## config.mk

```make
export PLATFORM = sky130hd
export DESIGN_NAME = plru_set_controller
export DESIGN_NICKNAME = d
export VERILOG_FILES = /design/src/rtl/plru_pkg.sv /design/src/rtl/plru_tree_next.sv /design/src/rtl/plru_set_controller.sv
export SDC_FILE = /design/constraint.sdc
export NUM_CORES = 1
export LEC_CHECK = 0
export CAP_MARGIN = 40
export CORE_MARGIN = 3
export CORE_UTILIZATION = 30
export DETAILED_ROUTE_END_ITERATION = 16
export PLACE_DENSITY_LB_ADDON = 0.3
export RECOVER_POWER = 50
export SETUP_SLACK_MARGIN = 0.5
export SLEW_MARGIN = 5
export SYNTH_ARGS = -nofsm -noshare
export SYNTH_HDL_FRONTEND = slang
export SYNTH_SLANG_ARGS = --single-unit
```

## constraint.sdc

```tcl
create_clock -name clk -period 7.5 [get_ports clk]
set_input_delay 1.5 -clock clk [delete_from_list [all_inputs] [get_ports clk]]
set_output_delay 1.5 -clock clk [all_outputs]
set_load 0.01 [all_outputs]
```

## src/rtl/plru_pkg.sv

```systemverilog
// Shared types for the tree-PLRU set controller.
// Operation codes, FSM states and the tree-width helper.
package plru_pkg;

  typedef enum logic [1:0] {
    OP_TOUCH  = 2'd0,
    OP_VICTIM = 2'd1,
    OP_PEEK   = 2'd2,
    OP_INVAL  = 2'd3
  } plru_op_t;

  typedef enum logic [2:0] {
    ST_INIT   = 3'd0,
    ST_IDLE   = 3'd1,
    ST_LOOKUP = 3'd2,
    ST_COMMIT = 3'd3,
    ST_RESP   = 3'd4
  } plru_state_t;

  function automatic int tree_width(input int assoc);
    return assoc - 1;
  endfunction

endpackage

```

## src/rtl/plru_tree_next.sv

```systemverilog
// Combinational next-row logic for one PLRU tree row.
// Victim walk plus MRU/LRU path marking.
module plru_tree_next
  import plru_pkg::*;
#(
  parameter int ASSOC = 8,
  localparam int TW = tree_width(ASSOC),
  localparam int LV = $clog2(ASSOC)
) (
  input  logic [TW-1:0] row,
  input  plru_op_t      op,
  input  logic [LV-1:0] way,
  output logic [TW-1:0] new_row,
  output logic [LV-1:0] result_way,
  output logic          write_en
);

  logic [LV-1:0] victim;
  logic [LV-1:0] target;
  logic          mru;
  logic          vb;
  logic          mb;
  int            vnode;
  int            mnode;

  // Walk away from the recorded direction at every level.
  always_comb begin
    victim = '0;
    vnode  = 0;
    vb     = 1'b0;
    for (int l = 0; l < LV; l++) begin
      vb = 1'b0;
      for (int i = 0; i < TW; i++) begin
        if (i == vnode) vb = ~row[i];
      end
      victim[LV-1-l] = vb;
      vnode = 2 * vnode + (vb ? 2 : 1);
    end
  end

  always_comb begin
    target = (op == OP_VICTIM) ? victim : way;
    mru    = (op != OP_INVAL);
  end

  // Only nodes on the path to target are rewritten.
  always_comb begin
    new_row = row;
    mnode   = 0;
    mb      = 1'b0;
    for (int l = 0; l < LV; l++) begin
      mb = target[LV-1-l];
      for (int i = 0; i < TW; i++) begin
        if (i == mnode) new_row[i] = mru ? mb : ~mb;
      end
      mnode = 2 * mnode + (mb ? 2 : 1);
    end
  end

  always_comb begin
    write_en   = (op != OP_PEEK);
    result_way = way;
    unique case (op)
      OP_VICTIM: result_way = victim;
      OP_PEEK:   result_way = victim;
      default:   result_way = way;
    endcase
  end

endmodule

```

## src/rtl/plru_set_controller.sv

```systemverilog
// Tree-PLRU state owner: one read-modify-write request at a time.
// Optional PLRU_STATS_EN adds hit_count/fill_count op counters.
module plru_set_controller
  import plru_pkg::*;
#(
  parameter int ASSOC    = 8,
  parameter int NUM_SETS = 16,
  localparam int TW = tree_width(ASSOC),
  localparam int WW = $clog2(ASSOC),
  localparam int SW = $clog2(NUM_SETS)
) (
  input  logic          clk,
  input  logic          rst,
  input  logic          req_valid,
  output logic          req_ready,
  input  logic [1:0]    req_op,
  input  logic [SW-1:0] req_set,
  input  logic [WW-1:0] req_way,
  output logic          rsp_valid,
  input  logic          rsp_ready,
  output logic [WW-1:0] rsp_way
`ifdef PLRU_STATS_EN
  ,
  output logic [31:0]   hit_count,
  output logic [31:0]   fill_count
`endif
);

  plru_state_t   state;
  plru_op_t      op_q;
  logic [SW-1:0] set_q;
  logic [WW-1:0] way_q;
  logic [TW-1:0] row_q;
  logic [SW-1:0] init_ptr;

  logic [TW-1:0] tree_mem [NUM_SETS];

  logic          mem_we;
  logic [SW-1:0] mem_addr;
  logic [TW-1:0] mem_wdata;

  logic [TW-1:0] new_row;
  logic [WW-1:0] result_way;
  logic          write_en;

  plru_tree_next #(
    .ASSOC(ASSOC)
  ) u_next (
    .row       (row_q),
    .op        (op_q),
    .way       (way_q),
    .new_row   (new_row),
    .result_way(result_way),
    .write_en  (write_en)
  );

  // INIT sweep and COMMIT share the single write port.
  always_comb begin
    mem_we    = 1'b0;
    mem_addr  = set_q;
    mem_wdata = new_row;
    if (state == ST_INIT) begin
      mem_we    = 1'b1;
      mem_addr  = init_ptr;
      mem_wdata = '0;
    end else if (state == ST_COMMIT) begin
      mem_we = write_en;
    end
  end

  always_ff @(posedge clk) begin
    if (mem_we) tree_mem[mem_addr] <= mem_wdata;
  end

  always_ff @(posedge clk or posedge rst) begin
    if (rst) begin
      state      <= ST_INIT;
      req_ready  <= 1'b0;
      rsp_valid  <= 1'b0;
      rsp_way    <= '0;
      op_q       <= OP_TOUCH;
      set_q      <= '0;
      way_q      <= '0;
      row_q      <= '0;
      init_ptr   <= '0;
`ifdef PLRU_STATS_EN
      hit_count  <= '0;
      fill_count <= '0;
`endif
    end else begin
      unique case (state)
        ST_INIT: begin
          init_ptr <= init_ptr + 1'b1;
          if (init_ptr == SW'(NUM_SETS - 1)) begin
            state     <= ST_IDLE;
            req_ready <= 1'b1;
          end
        end
        ST_IDLE: begin
          if (req_valid) begin
            op_q      <= plru_op_t'(req_op);
            set_q     <= req_set;
            way_q     <= req_way;
            req_ready <= 1'b0;
            state     <= ST_LOOKUP;
          end
        end
        ST_LOOKUP: begin
          row_q <= tree_mem[set_q];
          state <= ST_COMMIT;
        end
        ST_COMMIT: begin
          rsp_way   <= result_way;
          rsp_valid <= 1'b1;
          state     <= ST_RESP;
`ifdef PLRU_STATS_EN
          if (op_q == OP_TOUCH)  hit_count  <= hit_count + 32'd1;
          if (op_q == OP_VICTIM) fill_count <= fill_count + 32'd1;
`endif
        end
        ST_RESP: begin
          if (rsp_ready) begin
            rsp_valid <= 1'b0;
            req_ready <= 1'b1;
            state     <= ST_IDLE;
          end
        end
        default: state <= ST_INIT;
      endcase
    end
  end

endmodule
```

* After elaboration in Yosys (flattened, before gate mapping)
Memories as Yosys holds them, arrays and structs flattened. A register that Yosys moved wholly into a read port is not among the register bits. Cells that the tools add are included. W data, S select, Z words.
Storage, ports and cells: output and inout bits 5, word-level logic and storage cells 123, memories kept 1, memory bits (writable) 112, bits of input ports 13, register bits after elaboration 21
Cells by class: reduce and logical (&&, ||, !) cells 12, multiplexer cells 53, bitwise logic cells 10, eq/ne operators 36, add/sub/neg operators 3
Memories:
- tree_mem | words 16, bits a word 7, rd ports 1, clocked after memory_dff 1, write ports 1, line plru_set_controller.sv:36 | logic [TW-1:0] tree_mem [NUM_SETS];
Operators by type and width (count):
- $eq A4 B32 Y1 const A | 12
- $eq A3 B32 Y1 const A | 8
- $eq A2 B32 Y1 const A | 4
- $logic_not A32 Y1 | 4
- $add A32 B32 Y32 | 2
- $mux W1 | 39
- $mux W3 | 5
- $pmux W3 S5 | 1
- $not A1 Y1 | 10
- $mux W2 | 4
- $ne A2 B2 Y1 const B | 4
- $mux W7 | 1
- $eq A3 B2 Y1 const B | 2
- $add A4 B1 Y4 const B | 1
- $eq A4 B4 Y1 const B | 1
- $mux W4 | 1
- $reduce_and A2 Y1 | 2
- $reduce_and A4 Y1 | 1
- $eq A3 B1 Y1 const B | 1
- $eq A3 B3 Y1 const B | 1
- $logic_not A3 Y1 | 1
- $pmux W1 S3 | 1
- $reduce_and A3 Y1 | 1
- $reduce_bool A3 Y1 | 1
- other kinds (6) | 6

* Logic depth before layout (Yosys ltp)
depth in word-level cells 25, gate-level depth with buffers 8, gate-level depth less buffers 7

* Hierarchy
From an unflattened synthesis, not the netlist that was laid out.
Second synthesis, totals: cells, all modules 347, area, all modules 5962.0 um2
Modules (own cells, without submodules):
- plru_set_controller | times used 1, area an instance 5620.4 um2, seq. area each 4063.9 um2, cells an instance 303
- plru_tree_next | times used 1, area an instance 341.6 um2, seq. area each 0.0 um2, cells an instance 44

* Worst setup path after synthesis
No wires, ideal clock.
kind input port to flip-flop, start in req_valid, end reg way_q[2], cell stages on the path 4, setup slack 4.914 ns, path buffers 1, arrival 2.462 ns, required time 7.375 ns, setup time 0.125 ns, cells stage by stage nand3b_1 > nor2_1 > clkbuf_1 > mux2_2
Between the ends: longest elaborated chain between the ends 1
Ends and longest elaborated chain:
- from (decl) | line plru_set_controller.sv:14 | input logic req_valid,
- $reduce_and A2 Y1 (no source line)
- to (signal assigned) | line plru_set_controller.sv:103 | way_q <= req_way;
- to (decl) | line plru_set_controller.sv:32 | logic [WW-1:0] way_q;
Every way passes these cells. A chain may end at the register's enable or synchronous reset.

* Worst setup path in the final report
start reg state[0], end mem tree_mem[2][6] (netlist name), enable pin
Between the ends: longest elaborated chain between the ends 5, elaborated cells on any way between the ends 7, classes of those cells 1 x eq/ne; 5 x mux; 1 x reduce/logical
Ends and longest elaborated chain:
- from (decl) | line plru_set_controller.sv:29 | plru_state_t state;
- from (signal assigned) | line plru_set_controller.sv:77 | state <= ST_INIT;
- from (signal assigned) | line plru_set_controller.sv:95 | state <= ST_IDLE;
- from (signal assigned) | line plru_set_controller.sv:105 | state <= ST_LOOKUP;
- $eq A3 B2 Y1 | line plru_set_controller.sv:66 | end else if (state == ST_COMMIT) begin
- $mux W1 | line plru_set_controller.sv:66
- $mux W1 | line plru_set_controller.sv:62 | if (state == ST_INIT) begin
- $mux W1 | line plru_set_controller.sv:72 | if (mem_we) tree_mem[mem_addr] <= mem_wdata;
- $mux W1 (not written as such) | line plru_set_controller.sv:72
- to (decl) | line plru_set_controller.sv:36
Several ways; a longest one is shown, not always the timed one.

==> results.yml <==
route:
  first_pass_iters: 5
  via_per_inst: 4.77
  first_iter_violations: 301
  detail-route-antenna-nets: 0
  route.detailed.drc: 0
  routed-via-count: 3190
  wl_mm: 12.3
  drt-wirelength-per-cell_um: 18.4
critical_path:
  crit_required_ns: 7.54
  reg2reg_depth: 5
  cp-end-kind: "flop"
  slowest_delay_ns: 0.73
  cp_data_arrival_time_ns: 3.05
  cp-start-kind: "flop"
  r2r-end: "tree_mem[2][6]"
  rr_startpoint: "state[0]"
  crit_chain: "nor3_1 > clkbuf_1 > mux2i_1 > nand2_1 > nor2_1"
  r2r_slack_ns: 4.49
  cp-endpoint: "tree_mem[2][6]"
  path_max_fanout: 21
  slowest_stage: "clkbuf_1"
  criticalPathCategory: "flop to flop"
  startpoint: "state[0]"
die:
  die_h_um: 147
  start_util: 0.312
  die_x_um: 147
  ios: 18
  core-area_um2: 19100
  dieArea_um2: 21600
  row_count: 50
power_and_ir_drop:
  power_w: 0.00330
  power_density_nw_per_um2: 471
  power_leakage_nw: 2.46
  ir_worst_vdd_uv: 201
sta:
  worst_pin_slew_ns: 1.47
  fin_ws_ns: 4.49
  fin_crit_sh: 0.402
  fin_crit_ns: 3.01
  finalSetupViolCount: 0
  rsz0062_at_grt: "false"
  setup_tns_ns: 0
  slew_headroom: 0.0121
  hold_viol: 0
  fmax_ghz: 0.332
  fin_skew_ns: 0.00904
  maxSlewViolCount: 0
logic_synthesis:
  synth-edff-count: 112
  synthesis.area_um2: 5950
  yosys.area.top_type_share: 0.565
  synth-main-ff-cell: "edfxtp_1"
  syn_nets: 384
  yosysTopAreaCell: "edfxtp_1"
  postSynthCellCount: 367
  ys_types: 39
  yosysSeqAreaShare: 0.683
  netlist_top_cells_count: "edfxtp_1 (112), nor2_1 (37), dfrtp_1 (28)"
  synth_area_per_cell_um2: 16.2
  yosysMostFrequentCell: "edfxtp_1"
  yosys_warnings: 0
  synth.area.top_cells: "edfxtp_1 (57%), dfrtp_1 (12%), mux4_1 (6.2%)"
  async_flop_share: 0.200
  synth_seq_cells: 140
outcome:
  status: "finished, violations left"
  violations: "max-capacitance violations"
layout:
  syn_to_final_growth_pct: 17.7
  utilization: 0.367
  drive_gt1_frac: 0.139
  n_antenna_cell: 0
  layout.nets: 413
  fillers: 1796
cts:
  cts_setup_buffers: 0
  h-tree-depth: 4
  cts.sinks: 140
  path_clk_slew_ns: 0.06
  holdBufCountCts: 0
  cts_max_path_buffers: 2
  cts_tree: "done"
  cts_buffers: 17
  clk_latency_ns: 0.42
  clockRootBuffer: "clkbuf_16"
  cts_resized: 0
global_routing:
  grt_pass1_vias: 3245
  grt_max_degree: 34
  grt_overflow: 0
  grt_pass1_wl_mm: 19.3
  grt.total_usage: 0.121
  antenna_found_initial: 0
placement:
  gp_congestion: 0.751
  pre_cts_ws_ns: 4.16
  portBuffers: 17
  dpl.hpwl_mm: 8.15
hold_path:
  whs_path_depth: 2
  holdCritPathClass: "flop to flop"
job:
  drv_cap: 1
==> worst max-delay path: cells and delay by family (launching register included) <==
family	cells	cell delay, ns
mux	1	0.31
simple gates	3	1.07
buf+inv	1	0.73
flops	1	0.52
==> layout make-up <==
class                   count  area (µm²)  share of cell area
clock buffers              19         433              0.0618
clock inverters            13         173              0.0247
inverters                  14        52.6             0.00750
multi-input cells         194        1710               0.244
flip-flops and latches    140        4060               0.580
well taps                 260         325              0.0465
repair buffers             29         245              0.0350
==> registers in the layout, indices dropped and copies added (netlist names) <==
| name | cells |
|---|---|
| rsp_valid | 1 |
| req_ready | 1 |
| init_ptr | 4 |
| tree_mem | 112 |
| row_q | 7 |
| op_q | 2 |
| rsp_way | 3 |
| way_q | 3 |
| state | 3 |
| set_q | 4 |
==> per-layer routing <==
| layer | up-vias | track usage | part of all wire |
|---|---|---|---|
| met5 | - | 0 | 0 |
| met4 | 0 | 0.0480 | 0.016 |
| met3 | 15 | 0.0336 | 0.053 |
| met2 | 66 | 0.193 | 0.48 |
| met1 | 1624 | 0.158 | 0.45 |
| li1 | 1485 | - | - |
==> per-stage QoR <==
step           area [µm²]  hold slack (ns)  cells
2_1_floorplan        5950            0.482    367
3_3_place_gp         6400            0.467    633
3_5_place_dp         6450            0.478    637
4_1_cts              7050            0.491    669
5_1_grt              7000            0.510    669
6_report             7000            0.481    669
==> placed cells by master (no fill, tap or decap), drive strengths merged, types with 7 or more instances in the layout <==
master           n
nor2            37
nand2           22
o21ai           17
mux4            26
edfxtp         112
dfrtp           28
a21oi           13
inv             15
clkbuf          26
clkinv           7
mux2i           12
clkdlybuf4s50   14
mux2            14
==> report_power, final <==
group / leakage (nW) / internal, W / total, W / switching (W)
combinational: 0.790 / 0.000436 / 0.00110 / 0.000665
clock: 0.289 / 0.000552 / 0.000859 / 0.000307
sequential: 1.38 / 0.00121 / 0.00134 / 0.000123
total: 2.46 / 0.00220 / 0.00330 / 0.00110
==> logic make-up after synthesis <==
logic type,count (synthesis),synth area share
XOR/XNOR,6,0.00883
multiplexers,52,0.154
adder cells (fa/ha/maj),4,0.00841
flip-flops,140,0.683
buffers and inverters,33,0.0298
AND/OR/NAND/NOR,78,0.0580
AO/OA/AOI/OAI,54,0.0582
==> how the worst min path moves through the flow <==
| stage | start | to | slack, ns |
|---|---|---|---|
| final | rsp_way[1] | rsp_way[1] | 0.48 |
| after global routing | rsp_way[2] | rsp_way[2] | 0.51 |
| after CTS | rsp_way[1] | rsp_way[1] | 0.49 |
| after detailed placement | rsp_way[1] | rsp_way[1] | 0.48 |
| after global placement | rsp_way[2] | rsp_way[2] | 0.47 |
| after floorplan | row_q[5] | row_q[5] | 0.48 |
Note: power is estimated with default switching activity, not from simulation.
